## config.mk

```make
export PLATFORM = sky130hd
export DESIGN_NAME = mem_arbiter_flat
export DESIGN_NICKNAME = d
export VERILOG_FILES = /design/src/rtl/mem_arbiter_pkg.sv /design/src/rtl/mem_arbiter_if.sv /design/src/rtl/mem_arbiter_starve.sv /design/src/rtl/mem_arbiter.sv /design/src/flat_wrapper.sv
export SDC_FILE = /design/constraint.sdc
export NUM_CORES = 1
export LEC_CHECK = 0
export BUFFER_PORTS_ARGS = -buffer_cell sky130_fd_sc_hd__buf_4
export CAP_MARGIN = 10
export CORE_AREA = 2 2 102 104
export CTS_BUF_LIST = sky130_fd_sc_hd__clkbuf_8
export DETAILED_ROUTE_END_ITERATION = 12
export DIE_AREA = 0 0 104 106
export PLACE_DENSITY_LB_ADDON = 0.15
export SLEW_MARGIN = 10
export SYNTH_ARGS = -nofsm -noshare
export SYNTH_HDL_FRONTEND = slang
export SYNTH_SLANG_ARGS = --single-unit
```

## constraint.sdc

```tcl
create_clock -name clk_i -period 2.22 [get_ports clk_i]
set_clock_uncertainty 0.15 [all_clocks]
set_input_delay 0.222 -clock clk_i [delete_from_list [all_inputs] [get_ports clk_i]]
set_output_delay 0.222 -clock clk_i [all_outputs]
set_load 0.02 [all_outputs]
```

## src/rtl/mem_arbiter_pkg.sv

```systemverilog
// mem_arbiter_pkg
// Shared encodings for the unified-memory arbiter: FSM state, transaction
// owner and starvation counter width. Kept in a package so future cache and
// bus blocks decode the same owner values.
package mem_arbiter_pkg;

    typedef enum logic [1:0] {
        OWN_NONE = 2'd0,
        OWN_IF   = 2'd1,
        OWN_D    = 2'd2
    } owner_e;

    typedef enum logic {
        S_IDLE = 1'b0,
        S_WAIT = 1'b1
    } state_e;

    localparam int STARVE_W = 4;

endpackage

```

## src/rtl/mem_arbiter_if.sv

```systemverilog
// mem_arbiter_if
// Bundles the fetch requester, data requester and memory port signals.
//   slave  : arbiter view (requests and mem_rdata in; grants, responses and
//            memory strobes out)
//   master : surrounding core/memory view (opposite directions)
interface mem_arbiter_if #(
    parameter int XLEN = 32
);
    // fetch requester
    logic            if_req;
    logic [XLEN-1:0] if_addr;
    logic            if_gnt;
    logic            if_rvalid;
    logic [XLEN-1:0] if_rdata;
    // data requester
    logic            d_req;
    logic            d_we;
    logic [XLEN-1:0] d_addr;
    logic [XLEN-1:0] d_wdata;
    logic            d_gnt;
    logic            d_rvalid;
    logic [XLEN-1:0] d_rdata;
    // memory port
    logic            mem_en;
    logic            mem_we;
    logic [XLEN-1:0] mem_addr;
    logic [XLEN-1:0] mem_wdata;
    logic [XLEN-1:0] mem_rdata;

    modport slave (
        input  if_req, if_addr, d_req, d_we, d_addr, d_wdata, mem_rdata,
        output if_gnt, if_rvalid, if_rdata, d_gnt, d_rvalid, d_rdata,
               mem_en, mem_we, mem_addr, mem_wdata
    );

    modport master (
        output if_req, if_addr, d_req, d_we, d_addr, d_wdata, mem_rdata,
        input  if_gnt, if_rvalid, if_rdata, d_gnt, d_rvalid, d_rdata,
               mem_en, mem_we, mem_addr, mem_wdata
    );
endinterface

```

## src/rtl/mem_arbiter_starve.sv

```systemverilog
// mem_arbiter_starve
// Picks the winner between fetch and data. Data normally wins; a saturating
// count of consecutive fetch losses hands the next contested slot to fetch.
// Ports:
//   clk_i, rst_ni        clock, async active-low reset
//   idle_i               arbiter can grant this cycle
//   if_req_i, d_req_i    raw requests
//   win_if_o, win_d_o    winner (at most one set; not gated by idle_i)
module mem_arbiter_starve
    import mem_arbiter_pkg::*;
#(
    parameter int STARVE_LIMIT = 4
) (
    input  logic clk_i,
    input  logic rst_ni,
    input  logic idle_i,
    input  logic if_req_i,
    input  logic d_req_i,
    output logic win_if_o,
    output logic win_d_o
);
    localparam logic [STARVE_W-1:0] LIMIT = STARVE_W'(STARVE_LIMIT);

    logic [STARVE_W-1:0] cnt_q, cnt_d;
    logic                starved;

    assign starved  = (cnt_q == LIMIT);
    assign win_if_o = if_req_i & (~d_req_i | starved);
    assign win_d_o  = d_req_i & ~win_if_o;

    // Only grant cycles move the count; it holds while a transaction is in flight.
    always_comb begin
        cnt_d = cnt_q;
        if (idle_i) begin
            if (!if_req_i || win_if_o)
                cnt_d = '0;
            else if (win_d_o && !starved)
                cnt_d = cnt_q + 1'b1;
        end
    end

    always_ff @(posedge clk_i or negedge rst_ni) begin
        if (!rst_ni) cnt_q <= '0;
        else         cnt_q <= cnt_d;
    end
endmodule

```

## src/rtl/mem_arbiter.sv

```systemverilog
// mem_arbiter
// Shares one memory port between instruction fetch and data load/store.
// One transaction in flight: grant and mem_en are combinational in IDLE, then
// the FSM waits MEM_LATENCY cycles and pulses the owner's rvalid with
// mem_rdata passed straight through (stores return 0).
// Ports:
//   clk_i   clock
//   rst_ni  async active-low reset; aborts any in-flight transaction
//   bus     mem_arbiter_if.slave: requesters + memory port
module mem_arbiter
    import mem_arbiter_pkg::*;
#(
    parameter int XLEN         = 32,
    parameter int MEM_LATENCY  = 1,
    parameter int STARVE_LIMIT = 4
) (
    input  logic          clk_i,
    input  logic          rst_ni,
    mem_arbiter_if.slave  bus
);
    localparam int            CW   = $clog2(MEM_LATENCY + 1);
    localparam logic [CW-1:0] LAT  = CW'(MEM_LATENCY);
    localparam logic [CW-1:0] ONE  = CW'(1);
    localparam logic [XLEN-1:0] ZERO = '0;

    state_e        state_q, state_d;
    owner_e        own_q, own_d;
    logic          we_q, we_d;
    logic [CW-1:0] cnt_q, cnt_d;

    logic idle, win_if, win_d, grant_if, grant_d, last;

    // Gating with rst_ni keeps every output at 0 while reset is held.
    assign idle     = (state_q == S_IDLE) && rst_ni;
    assign grant_if = idle & win_if;
    assign grant_d  = idle & win_d;
    assign last     = (state_q == S_WAIT) && (cnt_q == ONE);

    mem_arbiter_starve #(
        .STARVE_LIMIT (STARVE_LIMIT)
    ) u_starve (
        .clk_i    (clk_i),
        .rst_ni   (rst_ni),
        .idle_i   (idle),
        .if_req_i (bus.if_req),
        .d_req_i  (bus.d_req),
        .win_if_o (win_if),
        .win_d_o  (win_d)
    );

    // state register
    always_ff @(posedge clk_i or negedge rst_ni) begin
        if (!rst_ni) begin
            state_q <= S_IDLE;
            own_q   <= OWN_NONE;
            we_q    <= 1'b0;
            cnt_q   <= '0;
        end else begin
            state_q <= state_d;
            own_q   <= own_d;
            we_q    <= we_d;
            cnt_q   <= cnt_d;
        end
    end

    // next state
    always_comb begin
        state_d = state_q;
        own_d   = own_q;
        we_d    = we_q;
        cnt_d   = cnt_q;
        case (state_q)
            S_IDLE: begin
                if (grant_if || grant_d) begin
                    state_d = S_WAIT;
                    own_d   = grant_d ? OWN_D : OWN_IF;
                    we_d    = grant_d & bus.d_we;
                    cnt_d   = LAT;
                end
            end
            S_WAIT: begin
                if (last) begin
                    state_d = S_IDLE;
                    own_d   = OWN_NONE;
                    we_d    = 1'b0;
                    cnt_d   = '0;
                end else begin
                    cnt_d = cnt_q - ONE;
                end
            end
            default: state_d = S_IDLE;
        endcase
    end

    // outputs
    always_comb begin
        bus.if_gnt    = grant_if;
        bus.d_gnt     = grant_d;
        bus.mem_en    = grant_if | grant_d;
        bus.mem_we    = 1'b0;
        bus.mem_addr  = ZERO;
        bus.mem_wdata = ZERO;
        bus.if_rvalid = 1'b0;
        bus.if_rdata  = ZERO;
        bus.d_rvalid  = 1'b0;
        bus.d_rdata   = ZERO;
        if (grant_d) begin
            bus.mem_we    = bus.d_we;
            bus.mem_addr  = bus.d_addr;
            bus.mem_wdata = bus.d_wdata;
        end else if (grant_if) begin
            bus.mem_addr  = bus.if_addr;
        end
        if (last && own_q == OWN_IF) begin
            bus.if_rvalid = 1'b1;
            bus.if_rdata  = bus.mem_rdata;
        end
        if (last && own_q == OWN_D) begin
            bus.d_rvalid  = 1'b1;
            bus.d_rdata   = we_q ? ZERO : bus.mem_rdata;
        end
    end
endmodule

```

## src/flat_wrapper.sv

```systemverilog
// flat-port wrapper written by rule: the top's interface ports become plain ports
module mem_arbiter_flat import mem_arbiter_pkg::*;
#(
    parameter int XLEN         = 32,
    parameter int MEM_LATENCY  = 1,
    parameter int STARVE_LIMIT = 4
)
  (clk_i, rst_ni, bus_if_req, bus_if_addr, bus_d_req, bus_d_we, bus_d_addr, bus_d_wdata, bus_mem_rdata, bus_if_gnt, bus_if_rvalid, bus_if_rdata, bus_d_gnt, bus_d_rvalid, bus_d_rdata, bus_mem_en, bus_mem_we, bus_mem_addr, bus_mem_wdata);
  mem_arbiter_if #(.XLEN(XLEN)) bus_i ();
  input  logic clk_i;
  input  logic rst_ni;
  input wire logic [$bits(bus_i.if_req)-1:0] bus_if_req;
  input wire logic [$bits(bus_i.if_addr)-1:0] bus_if_addr;
  input wire logic [$bits(bus_i.d_req)-1:0] bus_d_req;
  input wire logic [$bits(bus_i.d_we)-1:0] bus_d_we;
  input wire logic [$bits(bus_i.d_addr)-1:0] bus_d_addr;
  input wire logic [$bits(bus_i.d_wdata)-1:0] bus_d_wdata;
  input wire logic [$bits(bus_i.mem_rdata)-1:0] bus_mem_rdata;
  output wire logic [$bits(bus_i.if_gnt)-1:0] bus_if_gnt;
  output wire logic [$bits(bus_i.if_rvalid)-1:0] bus_if_rvalid;
  output wire logic [$bits(bus_i.if_rdata)-1:0] bus_if_rdata;
  output wire logic [$bits(bus_i.d_gnt)-1:0] bus_d_gnt;
  output wire logic [$bits(bus_i.d_rvalid)-1:0] bus_d_rvalid;
  output wire logic [$bits(bus_i.d_rdata)-1:0] bus_d_rdata;
  output wire logic [$bits(bus_i.mem_en)-1:0] bus_mem_en;
  output wire logic [$bits(bus_i.mem_we)-1:0] bus_mem_we;
  output wire logic [$bits(bus_i.mem_addr)-1:0] bus_mem_addr;
  output wire logic [$bits(bus_i.mem_wdata)-1:0] bus_mem_wdata;
  assign bus_i.if_req = bus_if_req;
  assign bus_i.if_addr = bus_if_addr;
  assign bus_i.d_req = bus_d_req;
  assign bus_i.d_we = bus_d_we;
  assign bus_i.d_addr = bus_d_addr;
  assign bus_i.d_wdata = bus_d_wdata;
  assign bus_i.mem_rdata = bus_mem_rdata;
  assign bus_if_gnt = bus_i.if_gnt;
  assign bus_if_rvalid = bus_i.if_rvalid;
  assign bus_if_rdata = bus_i.if_rdata;
  assign bus_d_gnt = bus_i.d_gnt;
  assign bus_d_rvalid = bus_i.d_rvalid;
  assign bus_d_rdata = bus_i.d_rdata;
  assign bus_mem_en = bus_i.mem_en;
  assign bus_mem_we = bus_i.mem_we;
  assign bus_mem_addr = bus_i.mem_addr;
  assign bus_mem_wdata = bus_i.mem_wdata;
  mem_arbiter #(.XLEN(XLEN), .MEM_LATENCY(MEM_LATENCY), .STARVE_LIMIT(STARVE_LIMIT)) u_core (.clk_i(clk_i), .rst_ni(rst_ni), .bus(bus_i));
endmodule
```

==> impl_metrics.py, run 1 <==
metrics = {
    "global_route": {
        "grt-busiest-layer": "met2",
        "grt_pass1_wl_um": 13600,
        "use_met3_pct": 4.84,
        "grt_util_met1_pct": 15.5,
        "grtUsageTotal_pct": 15.1,
        "grt_max_degree": 45,
        "grt.overflow.total": 0,
        "grt_use_met2_pct": 30.2,
        "antenna_found_initial": 0,
        "grt_pass1_vias": 2650,
    },
    "timing": {
        "setup_viol": 15,
        "slew_viol_final": 0,
        "fmax_ghz": 0.447,
        "worstMarginPinSlew_ns": 0.457,
        "slew_headroom_pct": 69.4,
        "fin_crit_ns": 2.24,
        "fin_ws_ns": -0.0168,
        "fin_crit_sh_pct": 101,
        "rsz0062_at_grt": "true",
        "hold_viol": 0,
    },
    "detailed_routing": {
        "drtIter0Drc": 90,
        "routed_via_density": 4.34,
        "firstDrtPassIters": 4,
        "post_drt_wl_per_cell_um": 13.9,
        "drcViolationCount": 0,
        "vias": 2906,
        "ant_nets": 0,
        "drt_wl_total_um": 9290,
    },
    "place": {
        "place_congestion": 0.804,
        "io_buffers": 266,
        "hpwl_um": 7020,
        "dpl-instance-area_um2": 3850,
    },
    "floorplanning": {
        "die-width_um": 104,
        "num_rows": 37,
        "die_y_um": 106,
        "die_area_um2": 11000,
        "num_io_pins": 267,
        "core_area_um2": 10000,
        "start_util_pct": 17.2,
    },
    "setup_path": {
        "r2r_cells": 7,
        "r2r-start": "u_core.u_starve.cnt_q[1]",
        "critPathMaxStageDelay_ns": 0.35,
        "r2r_setup_slack_ns": 0.51,
        "cpMostUsedCell": "buf_6",
        "arrival_ns": 1.86,
        "cp-start-kind": "register",
        "path_cells": "inv_1 -> ha_2 -> and3b_4 -> a211oi_4 -> buf_6 -> buf_12 -> and2_4 -> buf_6",
        "cp_max_fo": 10,
        "crit_slowest_cell": "dfrtp_1",
        "cp-startpoint": "u_core.u_starve.cnt_q[1]",
        "rr_endpoint": "u_core.we_q",
        "crit_end": "bus_mem_wdata[12]",
        "crit_required_ns": 1.85,
        "path_class": "reg -> out",
        "setup.worst_path.end_class": "output port",
    },
    "cells_and_area": {
        "seqCellArea_um2": 225,
        "final_util_pct": 43.0,
        "finalInstanceArea_um2": 4300,
        "n_fill_cell": 1032,
        "final_cell_mix": "245 x buf_4, 76 x and2_1, 68 x nand2_1",
        "num_antenna_cells": 0,
        "area_delta_synth_final_pct": 150,
        "nNetsFinal": 669,
        "final_common_cell": "buf_4",
        "multi_input_area_um2": 1540,
        "drive_above_1_share_pct": 62.9,
    },
    "yosys": {
        "ys_types": 32,
        "synth-seq-area-share_pct": 13.1,
        "synth_nets": 404,
        "synth.yosys.warnings": 0,
        "ys_ff_latch": 9,
        "synthCells": 269,
        "synthesis.area_um2": 1720,
        "syn_avg_cell_area_um2": 6.40,
    },
    "clock_tree": {
        "clock-sinks": 9,
        "clk_latency_ns": 0.23,
        "cts_max_level": 1,
        "cts_buffer_depth": 2,
        "clk_pin_slew_ns": 0.05,
        "cts_tree": "done",
        "cts-buffers-inserted": 3,
        "cts-root-buf": "clkbuf_8",
    },
    "power": {
        "p_leak_nw": 2.22,
        "max-vdd-ir-drop_uv": 192,
        "pwr_density_cell_nw_per_um2": 493,
    },
    "worst_hold_path": {
        "hold_path.class": "in -> reg",
    },
    "flow_run": {
        "maxCapViolCount": 0,
    },
    "status": {
        "status": "finished with violations",
        "violations": "setup timing",
    },
}
==> sequential cells by signal, summed over array words and instances, names as in the netlist <==
signal,cells
u_core.u_starve.cnt_q,4
u_core.state_q,1
u_core.we_q,1
u_core.cnt_q,1
u_core.own_q,2
==> kinds of logic (layout without fill, tap and decap cells) <==
| kind of cell | count (synthesis) | after routing | synth area share, % |
|---|---|---|---|
| and+or+nand+nor | 180 | 180 | 58.2 |
| adders and majority gates | 2 | 2 | 1.45 |
| AOI/OAI and AO/OA | 49 | 50 | 19.1 |
| buffers and inverters | 29 | 292 | 8.22 |
| DFF | 9 | 9 | 13.1 |
==> cell type report <==
class	count	share of cell area (%)
clock buffer	3	0.961
clock inverter	1	0.0874
inverter	5	0.437
multi-input combinational	232	35.8
sequential	9	5.24
tap	136	3.96
timing repair buffer	283	53.5
==> synth_stat cells <==
library cell	number	area, µm²
ha_1	2	25.0
nand3_1	2	10.0
and3b_4	1	12.5
nor3b_1	1	7.51
nand2b_1	3	18.8
nand4_1	1	6.26
o22ai_1	34	213
and2_1	84	526
o31ai_1	1	7.51
clkbuf_1	13	48.8
a21oi_1	2	10.0
nor2_1	1	3.75
a32o_1	2	20.0
nand3b_1	1	7.51
nor3b_2	1	12.5
and2_2	13	97.6
nor4b_4	1	23.8
a21boi_0	1	7.51
nor2b_1	1	6.26
buf_6	3	33.8
and3_2	1	7.51
o21ai_0	4	20.0
buf_2	8	40.0
a211oi_4	1	20.0
o21ai_1	1	5.00
nand2_2	1	6.26
dfrtp_1	9	225
inv_1	5	18.8
nand2_1	68	255
a21o_2	1	8.76
a22oi_1	1	7.51
a31o_2	1	8.76
==> timing repair <==
action,CTS,global route
buffers inserted,5,4
setup endpoints to repair,65,83
gates cloned,2,1
hold buffers,1,0
hold endpoints to repair,9,0
resized for setup,8,67
pin swaps,2,1
==> layer usage <==
metal | vias up | wire length [µm]
met5 | - | 0
met4 | 0 | 100
met3 | 8 | 881
met2 | 173 | 5060
met1 | 1309 | 3250
li1 | 1416 | -
==> how the worst min path moves through the flow <==
stage	start	to	slack (ns)	cells after the start
floorplan	rst_ni	u_core.cnt_q	-0.22	0
global placement	rst_ni	u_core.u_starve.cnt_q[0]	-0.08	1
detailed placement	rst_ni	u_core.u_starve.cnt_q[0]	-0.08	1
CTS	bus_d_we	u_core.we_q	0.05	2
global route	bus_d_we	u_core.we_q	0.08	2
finish	bus_d_we	u_core.we_q	0.06	2
==> through the flow <==
step / setup WS [ns] / hold slack, ns / std cells / TNS (ns) / power (mW)
final: -0.0168 / 0.0581 / 669 / -0.122 / 2.12
after global routing: -0.0908 / 0.0830 / 669 / -3.73 / 2.27
after CTS: -0.00120 / 0.0529 / 665 / -0.00120 / 2.02
after detailed placement: 0.0981 / -0.0776 / 653 / 0 / 1.75
after global placement: 0.120 / -0.0847 / 653 / 0 / 1.74
after floorplan: 0.240 / -0.224 / 269 / 0 / 1.09
==> worst max-delay path, delay by kind of cell, from the launching register on <==
kind            cells  cell delay, ns
simple gates        2            0.35
fa+ha+maj           1            0.17
buf+inv             4            0.47
flops               1            0.35
compound gates      1            0.28
==> power breakdown <==
part	switching (mW)	internal [mW]	total [mW]
registers	0.0580	0.213	0.271
logic	0.847	0.807	1.65
clock network	0.0708	0.121	0.192
(Power assumes the default switching activity.)
==> run 2: changes to the inputs <==
CORE_AREA = 2 2 105 107   (was 2 2 102 104)
DIE_AREA = 0 0 107 109   (was 0 0 104 106)
clock period = 1.9 ns   (was 2.22 ns; I/O delays follow)
==> run 2 against run 1 <==
The flow still finishes with violations (setup timing); flip-flop and latch count did not move; sequential power rose by 18%; core utilization rose by 5.0 points; clock-buffer cell count did not move; die area rose by 5.8%; clock power rose by 16%; worst setup slack got worse by 0.24 ns; worst hold slack got worse by 0.016 ns; sequential share of layout area fell by 0.81 points; non-clock buffer count rose by 16; critical path depth did not move.
==> impl_metrics.py, run 2 (synthesis results as in run 1) <==
metrics = {
    "status": {
        "status": "finished with violations",
        "violations": "setup timing",
    },
    "cells_and_area": {
        "final_cell_mix": "168 x buf_4, 113 x buf_6, 96 x and2_4",
        "top_register": "u_core.u_starve.cnt_q",
        "final_util_pct": 48.0,
        "largest_reg_flops": 4,
        "nNetsFinal": 684,
        "drive_above_1_share_pct": 77.2,
        "n_fill_cell": 1008,
        "largestRegisters": "u_core.u_starve.cnt_q (4), u_core.own_q (2)",
        "area_delta_synth_final_pct": 196,
        "num_antenna_cells": 0,
        "fin_cells": 688,
        "final_common_cell": "buf_4",
    },
    "timing": {
        "setup_tns_ns": -19.84,
        "slew_viol_final": 0,
        "setup_viol": 129,
        "slew_headroom_pct": 67.5,
        "fin_crit_ns": 2.16,
        "worstMarginPinSlew_ns": 0.486,
        "fin_ws_ns": -0.258,
        "fin_crit_sh_pct": 114,
        "fin_hold_ws_ns": 0.0419,
        "hold_viol": 0,
        "rsz0062_at_grt": "true",
        "fmax_ghz": 0.463,
    },
    "setup_path": {
        "path_class": "reg -> out",
        "cp_max_fo": 32,
        "crit_slowest_cell": "dfrtp_1",
        "cp-start-kind": "register",
        "arrival_ns": 1.82,
        "crit_required_ns": 1.56,
        "setup.worst_path.end_class": "output port",
        "critPathMaxStageDelay_ns": 0.35,
        "path_cells": "inv_2 -> ha_4 -> and3b_4 -> buf_4 -> o21ai_4 -> buf_12 -> o22ai_1 -> buf_4",
        "cpMostUsedCell": "buf_4",
    },
    "clock_tree": {
        "clock-sinks": 9,
        "cts_buffer_depth": 2,
        "cts_max_level": 1,
        "cts_tree": "done",
        "cts-buffers-inserted": 3,
        "clk_pin_slew_ns": 0.05,
        "cts-root-buf": "clkbuf_8",
        "clk_latency_ns": 0.24,
    },
    "detailed_routing": {
        "routed_via_density": 4.39,
        "ant_nets": 0,
        "post_drt_wl_per_cell_um": 16.4,
        "drt_wl_total_um": 11300,
        "drcViolationCount": 0,
        "firstDrtPassIters": 4,
        "vias": 3023,
        "drtIter0Drc": 156,
    },
    "floorplanning": {
        "num_rows": 38,
        "start_util_pct": 16.2,
        "num_io_pins": 267,
        "core_area_um2": 10600,
        "die_area_um2": 11700,
        "die_y_um": 109,
        "die-width_um": 107,
    },
    "global_route": {
        "grt_max_degree": 48,
        "grt_pass1_vias": 2497,
        "grt.overflow.total": 0,
        "grtUsageTotal_pct": 14.0,
        "antenna_found_initial": 0,
        "grt_pass1_wl_um": 12900,
    },
    "flow_run": {
        "maxCapViolCount": 0,
    },
    "power": {
        "max-vdd-ir-drop_uv": 333,
        "p_total_mw": 3.11,
        "pwr_density_cell_nw_per_um2": 611,
        "p_leak_nw": 2.53,
    },
    "place": {
        "place_congestion": 0.780,
        "numPlacedInstances": 663,
        "io_buffers": 266,
        "hpwl_um": 7610,
    },
    "worst_hold_path": {
        "hold_path.class": "in -> reg",
    },
}
[run 2: cell types whose count changed in the layout (fill, tap and decap cells not counted), sizes merged]
cell / change
a21o: -1
buf: +8
clkbuf: +8
[run 2: timing repair]
item,in CTS,in global routing
cloned,0,11
pin swaps,0,72
resized for setup,36,188
setup endpoints to repair,66,132
setup buffers,0,9
endpoints found under the hold margin,9,0
hold buffers,1,0
[run 2: cell type report]
class	instances	area [µm²]	area share [%]
clock inverter	1	3.75	0.0738
multi-input combinational	231	1710	33.6
sequential	9	225	4.43
inverter	5	18.8	0.369
tap	140	175	3.44
timing repair buffer	299	2910	57.3
clock buffer	3	41.3	0.812
[run 2: final timing paths]
kind / startpoint / endpoint / slack [ns] / depth (start not counted)
max: u_core.u_starve.cnt_q[1] / bus_mem_addr[27] / -0.26 / 8
min: bus_d_we / u_core.we_q / 0.04 / 2
max reg2reg: u_core.u_starve.cnt_q[1] / u_core.we_q / 0.12 / 8
min reg2reg: u_core.u_starve.cnt_q[3] / u_core.u_starve.cnt_q[3] / 0.38 / 1
max in group asynchronous: rst_ni / u_core.we_q / 0.94 / 2
min in group asynchronous: rst_ni / u_core.u_starve.cnt_q[0] / 0.33 / 2
[run 2: critical path, delay by kind of cell (launching register included)]
kind / cells / cell delay, ns
buf+inv: 4 / 0.60
fa+ha+maj: 1 / 0.15
compound gates: 2 / 0.27
simple gates: 1 / 0.21
flops: 1 / 0.35
[run 2: metal layers]
metal  track usage, %  wire length, µm  vias to the layer above
li1                 -                -                     1444
met1             14.0             3910                     1398
met2             29.4             6320                      170
met3             3.59              874                       11
met4             1.39              178                        0
met5                0                0                        -
[run 2: report_power, final]
part / total, mW / internal, mW / switching [mW]
registers: 0.320 / 0.249 / 0.0713
clock network: 0.223 / 0.141 / 0.0816
logic: 2.56 / 1.39 / 1.17
total: 3.11 / 1.78 / 1.32
[run 2: per-stage QoR]
stage / setup WS [ns] / cell area [µm²]
2_1_floorplan: -0.0466 / 1750
4_1_cts: -0.248 / 4170
6_report: -0.258 / 5090
5_1_grt: -0.320 / 5090
3_5_place_dp: -0.147 / 3980
3_3_place_gp: -0.136 / 3980
